### src/rtl/display_pkg.sv
// Shared types and helpers for the LED matrix scan engine.
// Row r of a frame word occupies DATA[8r+7:8r]; bit c of that byte is column c.
package display_pkg;

    typedef enum logic [1:0] {
        S_LOAD  = 2'd0,
        S_BLANK = 2'd1,
        S_ON    = 2'd2
    } scan_state_e;

    localparam int N_ROWS    = 8;
    localparam int N_COLS    = 8;
    localparam int PWM_STEPS = 8;

    function automatic logic [N_COLS-1:0] row_byte(
        input logic [N_ROWS*N_COLS-1:0] frame,
        input logic [2:0]               row
    );
        return frame[row*N_COLS +: N_COLS];
    endfunction

endpackage

### src/rtl/scan_prescaler.sv
// Free-running 0..DIV-1 counter; TICK marks the last count of each period.
// CLR restarts the period so the first tick after a frame load is a full DIV away.
module scan_prescaler #(
    parameter int DIV = 65536
) (
    input  logic CLK,
    input  logic RST,
    input  logic CLR,
    output logic TICK
);

    localparam int              CW   = (DIV > 1) ? $clog2(DIV) : 1;
    localparam logic [CW-1:0]   LAST = CW'(DIV - 1);

    logic [CW-1:0] count;

    always_ff @(posedge CLK) begin
        if (RST || CLR) begin
            count <= '0;
        end else if (count == LAST) begin
            count <= '0;
        end else begin
            count <= count + 1'b1;
        end
    end

    assign TICK = (count == LAST);

endmodule

### src/rtl/matrix_scanner.sv
// Row-multiplexed 8x8 LED scan engine with per-row blanking and 8-step PWM.
// The frame word is captured into a shadow register only in LOAD, so frames never tear.
module matrix_scanner
    import display_pkg::*;
#(
    parameter int DIV         = 65536,
    parameter int BLANK_TICKS = 2,
    parameter bit ROW_ACT_LOW = 1'b0,
    parameter bit COL_ACT_LOW = 1'b1
) (
    input  logic                     CLK,
    input  logic                     RST,
    input  logic [N_ROWS*N_COLS-1:0] DATA,
    input  logic                     OE,
    input  logic [2:0]               BRIGHT,
    output logic [N_ROWS-1:0]        ROW,
    output logic [N_COLS-1:0]        COLUMN,
    output logic                     CLEAR,
    output logic                     FRAME_STB,
    output scan_state_e              DBG_STATE
);

    localparam int              BW         = (BLANK_TICKS > 1) ? $clog2(BLANK_TICKS) : 1;
    localparam logic [BW-1:0]   BLANK_LAST = BW'(BLANK_TICKS - 1);
    localparam logic [2:0]      PWM_LAST   = 3'(PWM_STEPS - 1);
    localparam logic [2:0]      ROW_LAST   = 3'(N_ROWS - 1);
    localparam logic [N_ROWS-1:0] ROW_MASK = {N_ROWS{ROW_ACT_LOW}};
    localparam logic [N_COLS-1:0] COL_MASK = {N_COLS{COL_ACT_LOW}};

    scan_state_e               state_q, state_d;
    logic [2:0]                row_q, row_d;
    logic [2:0]                pwm_q, pwm_d;
    logic [BW-1:0]             blank_q, blank_d;
    logic [N_ROWS*N_COLS-1:0]  shadow_q, shadow_d;
    logic [2:0]                bright_q, bright_d;
    logic                      load_clr;
    logic                      tick;

    logic [N_ROWS-1:0]         row_raw;
    logic [N_COLS-1:0]         col_raw;

    scan_prescaler #(
        .DIV (DIV)
    ) u_prescaler (
        .CLK  (CLK),
        .RST  (RST),
        .CLR  (load_clr),
        .TICK (tick)
    );

    always_ff @(posedge CLK) begin
        if (RST) begin
            state_q  <= S_LOAD;
            row_q    <= '0;
            pwm_q    <= '0;
            blank_q  <= '0;
            shadow_q <= '0;
            bright_q <= '0;
        end else begin
            state_q  <= state_d;
            row_q    <= row_d;
            pwm_q    <= pwm_d;
            blank_q  <= blank_d;
            shadow_q <= shadow_d;
            bright_q <= bright_d;
        end
    end

    always_comb begin
        state_d  = state_q;
        row_d    = row_q;
        pwm_d    = pwm_q;
        blank_d  = blank_q;
        shadow_d = shadow_q;
        bright_d = bright_q;
        load_clr = 1'b0;
        case (state_q)
            S_LOAD: begin
                shadow_d = DATA;
                row_d    = '0;
                pwm_d    = '0;
                blank_d  = '0;
                load_clr = 1'b1;
                state_d  = S_BLANK;
            end
            S_BLANK: begin
                if (tick) begin
                    if (blank_q == BLANK_LAST) begin
                        // Brightness is frozen per row so a mid-row change cannot alter on-time.
                        blank_d  = '0;
                        bright_d = BRIGHT;
                        pwm_d    = '0;
                        state_d  = S_ON;
                    end else begin
                        blank_d = blank_q + 1'b1;
                    end
                end
            end
            S_ON: begin
                if (tick) begin
                    if (pwm_q == PWM_LAST) begin
                        pwm_d = '0;
                        if (row_q == ROW_LAST) begin
                            // Row returns to 0 here so CLEAR is already high during LOAD.
                            row_d   = '0;
                            state_d = S_LOAD;
                        end else begin
                            row_d   = row_q + 1'b1;
                            state_d = S_BLANK;
                        end
                    end else begin
                        pwm_d = pwm_q + 1'b1;
                    end
                end
            end
            default: begin
                state_d = S_LOAD;
            end
        endcase
    end

    always_comb begin
        row_raw = '0;
        col_raw = '0;
        if (state_q == S_ON && OE) begin
            row_raw = {{(N_ROWS-1){1'b0}}, 1'b1} << row_q;
            if (pwm_q <= bright_q) begin
                col_raw = row_byte(shadow_q, row_q);
            end
        end
    end

    // Polarity is applied once, right before the pins, so all logic above is active-high.
    always_ff @(posedge CLK) begin
        if (RST) begin
            ROW       <= ROW_MASK;
            COLUMN    <= COL_MASK;
            CLEAR     <= 1'b0;
            FRAME_STB <= 1'b0;
        end else begin
            ROW       <= row_raw ^ ROW_MASK;
            COLUMN    <= col_raw ^ COL_MASK;
            CLEAR     <= (row_q == 3'd0);
            FRAME_STB <= (state_q == S_LOAD);
        end
    end

    assign DBG_STATE = state_q;

endmodule

### config.mk
export PLATFORM = sky130hd
export DESIGN_NAME = matrix_scanner
export DESIGN_NICKNAME = d
export VERILOG_FILES = /design/src/rtl/display_pkg.sv /design/src/rtl/scan_prescaler.sv /design/src/rtl/matrix_scanner.sv
export SDC_FILE = /design/constraint.sdc
export NUM_CORES = 1
export LEC_CHECK = 0
export BUFFER_PORTS_ARGS = -buffer_cell sky130_fd_sc_hd__buf_2
export CORE_MARGIN = 1
export CORE_UTILIZATION = 35
export DETAILED_ROUTE_END_ITERATION = 16
export GPL_TIMING_DRIVEN = 0
export PLACE_DENSITY = 0.63
export SLEW_MARGIN = 20
export SYNTH_ARGS = -nofsm -noshare
export SYNTH_HDL_FRONTEND = slang
export SYNTH_SLANG_ARGS = --single-unit
### constraint.sdc
create_clock -name CLK -period 3.97 [get_ports CLK]
set_input_delay 0.397 -clock CLK [delete_from_list [all_inputs] [get_ports CLK]]
set_output_delay 0.397 -clock CLK [all_outputs]
set_load 0.005 [all_outputs]
### Yosys cells after proc, flatten, opt, wreduce, memory -nomap -nowiden

Cells that the tools add are included.

* word-level logic and storage cells: 64
* register bits after elaboration: 110
* input bits: 70
* output and inout bits: 20

* reductions and logical operators: 14
* $add $sub $neg: 4
* bitwise gates (word level): 2
* shifts and indexed selects: 2
* eq/ne operators: 9
* muxes and demuxes: 21
* magnitude comparators: 1

Operators with widths (count)
* $shiftx A64 B7 Y8: 1
* $mux W3: 7
* $add A16 B1 Y16 const B: 1
* $eq A16 B16 Y1 const B: 1
* $mux W8: 2
* $pmux W3 S3: 1
* $mux W2: 4
* $ne A2 B2 Y1 const B: 4
* $not A8 Y8: 1
* $reduce_and A4 Y1: 2
* $shl A1 B3 Y8 const A: 1
* $add A3 B1 Y3 const B: 2
* $eq A3 B3 Y1 const B: 2
* $pmux W2 S3: 1
* $pmux W3 S2: 1
* $reduce_and A3 Y1: 2
* $mux W1: 4
* $reduce_bool A2 Y1: 2
* $reduce_or A2 Y1: 2
* $le A3 B3 Y1: 1
* $logic_not A3 Y1: 1
* $reduce_bool A3 Y1: 1
* $eq A2 B1 Y1 const B: 1
* $eq A2 B2 Y1 const B: 1
* 7 further kinds: 7

### Longest topological paths before layout

* depth after elaboration: 5
* gate-level depth with buffers: 7

### Hierarchy

From an unflattened synthesis, not the netlist that was laid out.

* cells, all modules: 553
* area total of the unflattened synthesis: 4590.7 um^2

Modules (own cells, without submodules)
* matrix_scanner: sequential area each 1881.8 um^2, instances 1, cells an instance 474, area each 3849.9 um^2
* scan_prescaler: sequential area each 320.3 um^2, instances 1, cells an instance 79, area each 740.7 um^2

### Worst setup path after synthesis

Ideal clock, no wire load.

* path type: reg2reg
* start: reg u_prescaler.count[0]
* end: reg u_prescaler.count[10]
* path slack: 2.389 ns
* clock period less this slack: 1.581 ns
* library setup time: 0.115 ns
* cell stages (with the launch flop): 8
* arrival: 1.467 ns
* path through: dfxtp_1 -> ha_1 -> nand3_1 -> or2_1 -> buf_6 -> o21ai_4 -> buf_4 -> nor2_1

* word-level cells in the longest chain between the ends: 2

Ends and longest elaborated chain
* from (decl): line scan_prescaler.sv:15 `logic [CW-1:0] count;`
* from (signal assigned): line scan_prescaler.sv:23 `count <= count + 1'b1;`
* branches (longest 2 deep; another with $add A16 B1 Y16)

Parallel ways; which one is timed is not known.
A chain may end at the register's enable or synchronous reset.

### Worst setup path after layout

* start: reg state_q[0] (netlist: DBG_STATE[0])
* end: reg shadow_q[42]

* word-level cells in the longest chain between the ends: 1

Ends and longest elaborated chain
* from (decl): line matrix_scanner.sv:30 `scan_state_e state_q, state_d;`
* from (signal assigned): line matrix_scanner.sv:60 `state_q <= state_d;`
* $logic_not A2 Y1: line matrix_scanner.sv:77 `case (state_q)`
* to (signal assigned): line matrix_scanner.sv:64 `shadow_q <= shadow_d;`
* to (decl): line matrix_scanner.sv:34 `logic [N_ROWS*N_COLS-1:0] shadow_q, shadow_d;`

Every way passes these cells.

==> out/qor.csv <==
metric,value,unit
rrSetupSlack,2.05,ns
path_common_cell,buf_2,
peakVddDrop,0.181,mV
cts-resized-gates,0,
start_util,36.3,%
hpwl,9000,um
final-hold-violation-count,0,
dr_wl_met3,594,um
dieWidth,117,um
crit_chain,"buf_2, nor2_1, buf_2, buf_1, nand2_1, a21oi_1",
status,"complete, no violations",
vias_per_cell,4.97,
timing.rr.start,DBG_STATE[0]$_SDFFE_PP0P_,
num_io_pins,90,
syn_nets,604,
syn_area_per_cell,8.91,um^2
diodes,0,
tns,0,ns
row_count,41,
cap_violations,0,
cp-start-kind,register,
period_minus_slack,1.92,ns
critPathRequiredTime,4.25,ns
met2_wirelength,5610,um
finalNetCount,703,
first_iter_violations,196,
post_cts_buffers,0,
clkSinkCount,110,
m1WireLength,5520,um
max_stage_delay,0.43,ns
yosysSeqAreaShare,47.3,%
criticalPathCategory,register to register,
grt_max_degree,19,
place_congestion,0.852,
synth_top_family_by_area,simple AND/OR/NAND/NOR gates,
synth-compound-area-share,10.8,%
critPathBufInv,3,
top_layer_used,met4,
powerDensity,388,nW/um^2
drive_above_1_share,23.4,%
numCtsBuffers,9,
grt_setup_unrepaired,no,
area_growth,20.0,%
core,12800,um^2
regArea,2200,um^2
fp.dieH,117,um
clock_latency,0.34,ns
firstDrtPassIters,6,
wirelength,11900,um
grt_use_total,17.8,%
port-buffer-count,88,
synth_mux_area_share,10.3,%
cts_htree_levels,3,
fmax,521,MHz
n_fill_cell,1328,
p_leak,2.23,nW
async_flop_share,0,%
multi_input_area,2240,um^2
ys_ff_latch,110,
slew-limit-headroom,58.3,%
grt_pass1_wl,19300,um
synth_edf_count,0,
hp-class,primary input to register,
drc,0,
ctsLongestPathBuffers,2,
syn_inst,523,
rr_worst_depth,6,
synth.distinct_cells,46,
path_clk_slew,0.08,ns
ant_nets,0,
cts_root_buf,clkbuf_16,
path_max_fanout,10,
synth-main-ff-cell,dfxtp_1,
slowest_stage,buf_1,
worst_pin_slew,0.626,ns
synth_area,4660,um^2
endpoint,shadow_q[42]$_SDFFE_PP0P_,
cts_tree,done,
synth-xor-area-share,2.26,%
grt_overflow_total,0,
total_power,0.00217,W
vias,3975,
synth-simple-area-share,21.8,%
die_area,13800,um^2
crit_start,DBG_STATE[0]$_SDFFE_PP0P_,
synth_fa_ha_area_share,2.95,%
hold_buffers,0,
crit_cells,6,
drv_slew,0,
arrival,2.20,ns
yosysWarningCount,0,
grt_pass1_vias,3874,
crit_family,buffers and inverters,
antenna_found_initial,0,
r2r_end,shadow_q[42]$_SDFFE_PP0P_,
finClkSkew,0.00881,ns
finalSetupViolCount,0,
period_share,48.3,%
setup.worst_path.end_class,register,
wl_per_cell,14.8,um
flip-flops by register name, summed over array words and instances, names as in the netlist:
signal and flops:
CLEAR 1, u_prescaler.count 16, bright_q 3, shadow_q 64, DBG_STATE 2, ROW 8, row_q 3, FRAME_STB 1
COLUMN 8, blank_q 1, pwm_q 3
worst min-delay path: cells and delay by family:
kind                   cells  cell delay, ns
buffers and inverters      1            0.09
and+or+nand+nor            1            0.05
AOI/OAI and AO/OA          1            0.05
routing by layer:
metal  vias to the layer above  GRT usage [%]
met4                         0           5.68
met2                       117           29.0
met5                         -              0
met1                      1871           23.4
li1                       1979              -
met3                         8           3.75
per-stage QoR:
step / cell area, um^2 / setup WS [ns] / hold WS [ns] / std cells / util (%)
after floorplan: 4660 / 2.39 / 0.433 / 523 / -
after global placement: 5320 / 2.12 / 0.440 / 783 / 41.4
after detailed placement: 5320 / 2.09 / 0.446 / 783 / 41.4
after CTS: 5590 / 2.08 / 0.278 / 799 / 43.6
after global routing: 5590 / 1.93 / 0.278 / 799 / 43.6
final: 5590 / 2.05 / 0.284 / 799 / 43.6
worst min-delay path by stage:
| stage | startpoint | end | slack (ns) | depth (start not counted) |
|---|---|---|---|---|
| global placement | shadow_q[38]$_SDFFE_PP0P_ | shadow_q[38]$_SDFFE_PP0P_ | 0.44 | 2 |
| detailed placement | shadow_q[50]$_SDFFE_PP0P_ | shadow_q[50]$_SDFFE_PP0P_ | 0.45 | 2 |
| finish | DATA[53] | shadow_q[53]$_SDFFE_PP0P_ | 0.28 | 3 |
| floorplan | shadow_q[16]$_SDFFE_PP0P_ | shadow_q[16]$_SDFFE_PP0P_ | 0.43 | 2 |
| CTS | DATA[53] | shadow_q[53]$_SDFFE_PP0P_ | 0.28 | 3 |
| global route | DATA[45] | shadow_q[45]$_SDFFE_PP0P_ | 0.28 | 3 |
final cells by class:
cell class,count,share of cell area (%)
Multi-Input combinational cell,366,40.1
Sequential cell,110,39.4
Timing Repair Buffer,88,7.88
Clock buffer,11,4.16
Tap cell,172,3.85
Buffer,36,3.13
Clock inverter,5,0.761
Inverter,11,0.739
cell families (layout without fill, tap and decap cells):
kind of cell,after synthesis,count (layout)
muxes,27,27
adders and majority gates,11,11
DFF,110,110
and+or+nand+nor,227,227
AOI/OAI and AO/OA,89,89
buffers and inverters,47,151
xor gates and xnor gates,12,12
layout by cell type (no fill, tap or decap), types with 5 or more instances in the layout:
cell	netlist	final
nand2_1	142	142
dfxtp_1	110	110
buf_2	7	95
a21oi_1	70	70
nand3_1	20	20
nor2_1	20	20
clkbuf_1	15	17
mux4_2	16	16
inv_1	11	11
ha_1	11	11
nand4_1	10	10
clkbuf_16	0	9
mux2_2	8	8
buf_1	8	8
and3_1	7	7
xor2_1	7	7
and2_1	5	5
xnor2_1	5	5
nor3_1	5	5
cells in the mapped netlist, types with 8 or more instances:
cell type	n	share of area, %
buf_1	8	0.64
nand2_1	142	11
ha_1	11	3.0
nor2_1	20	1.6
a21oi_1	70	7.5
clkbuf_1	15	1.2
mux2_2	8	1.9
mux4_2	16	7.7
nand3_1	20	2.1
dfxtp_1	110	47
nand4_1	10	1.3
inv_1	11	0.89
report_power, final:
group | switching, W | total [W] | leakage [nW] | internal [W]
clock network | 0.000414 | 0.000848 | 0.131 | 0.000434
registers | 0.0000211 | 0.00116 | 0.900 | 0.00114
logic | 0.0000879 | 0.000156 | 1.20 | 0.0000683
No activity file was read; power rests on OpenSTA's default activity.
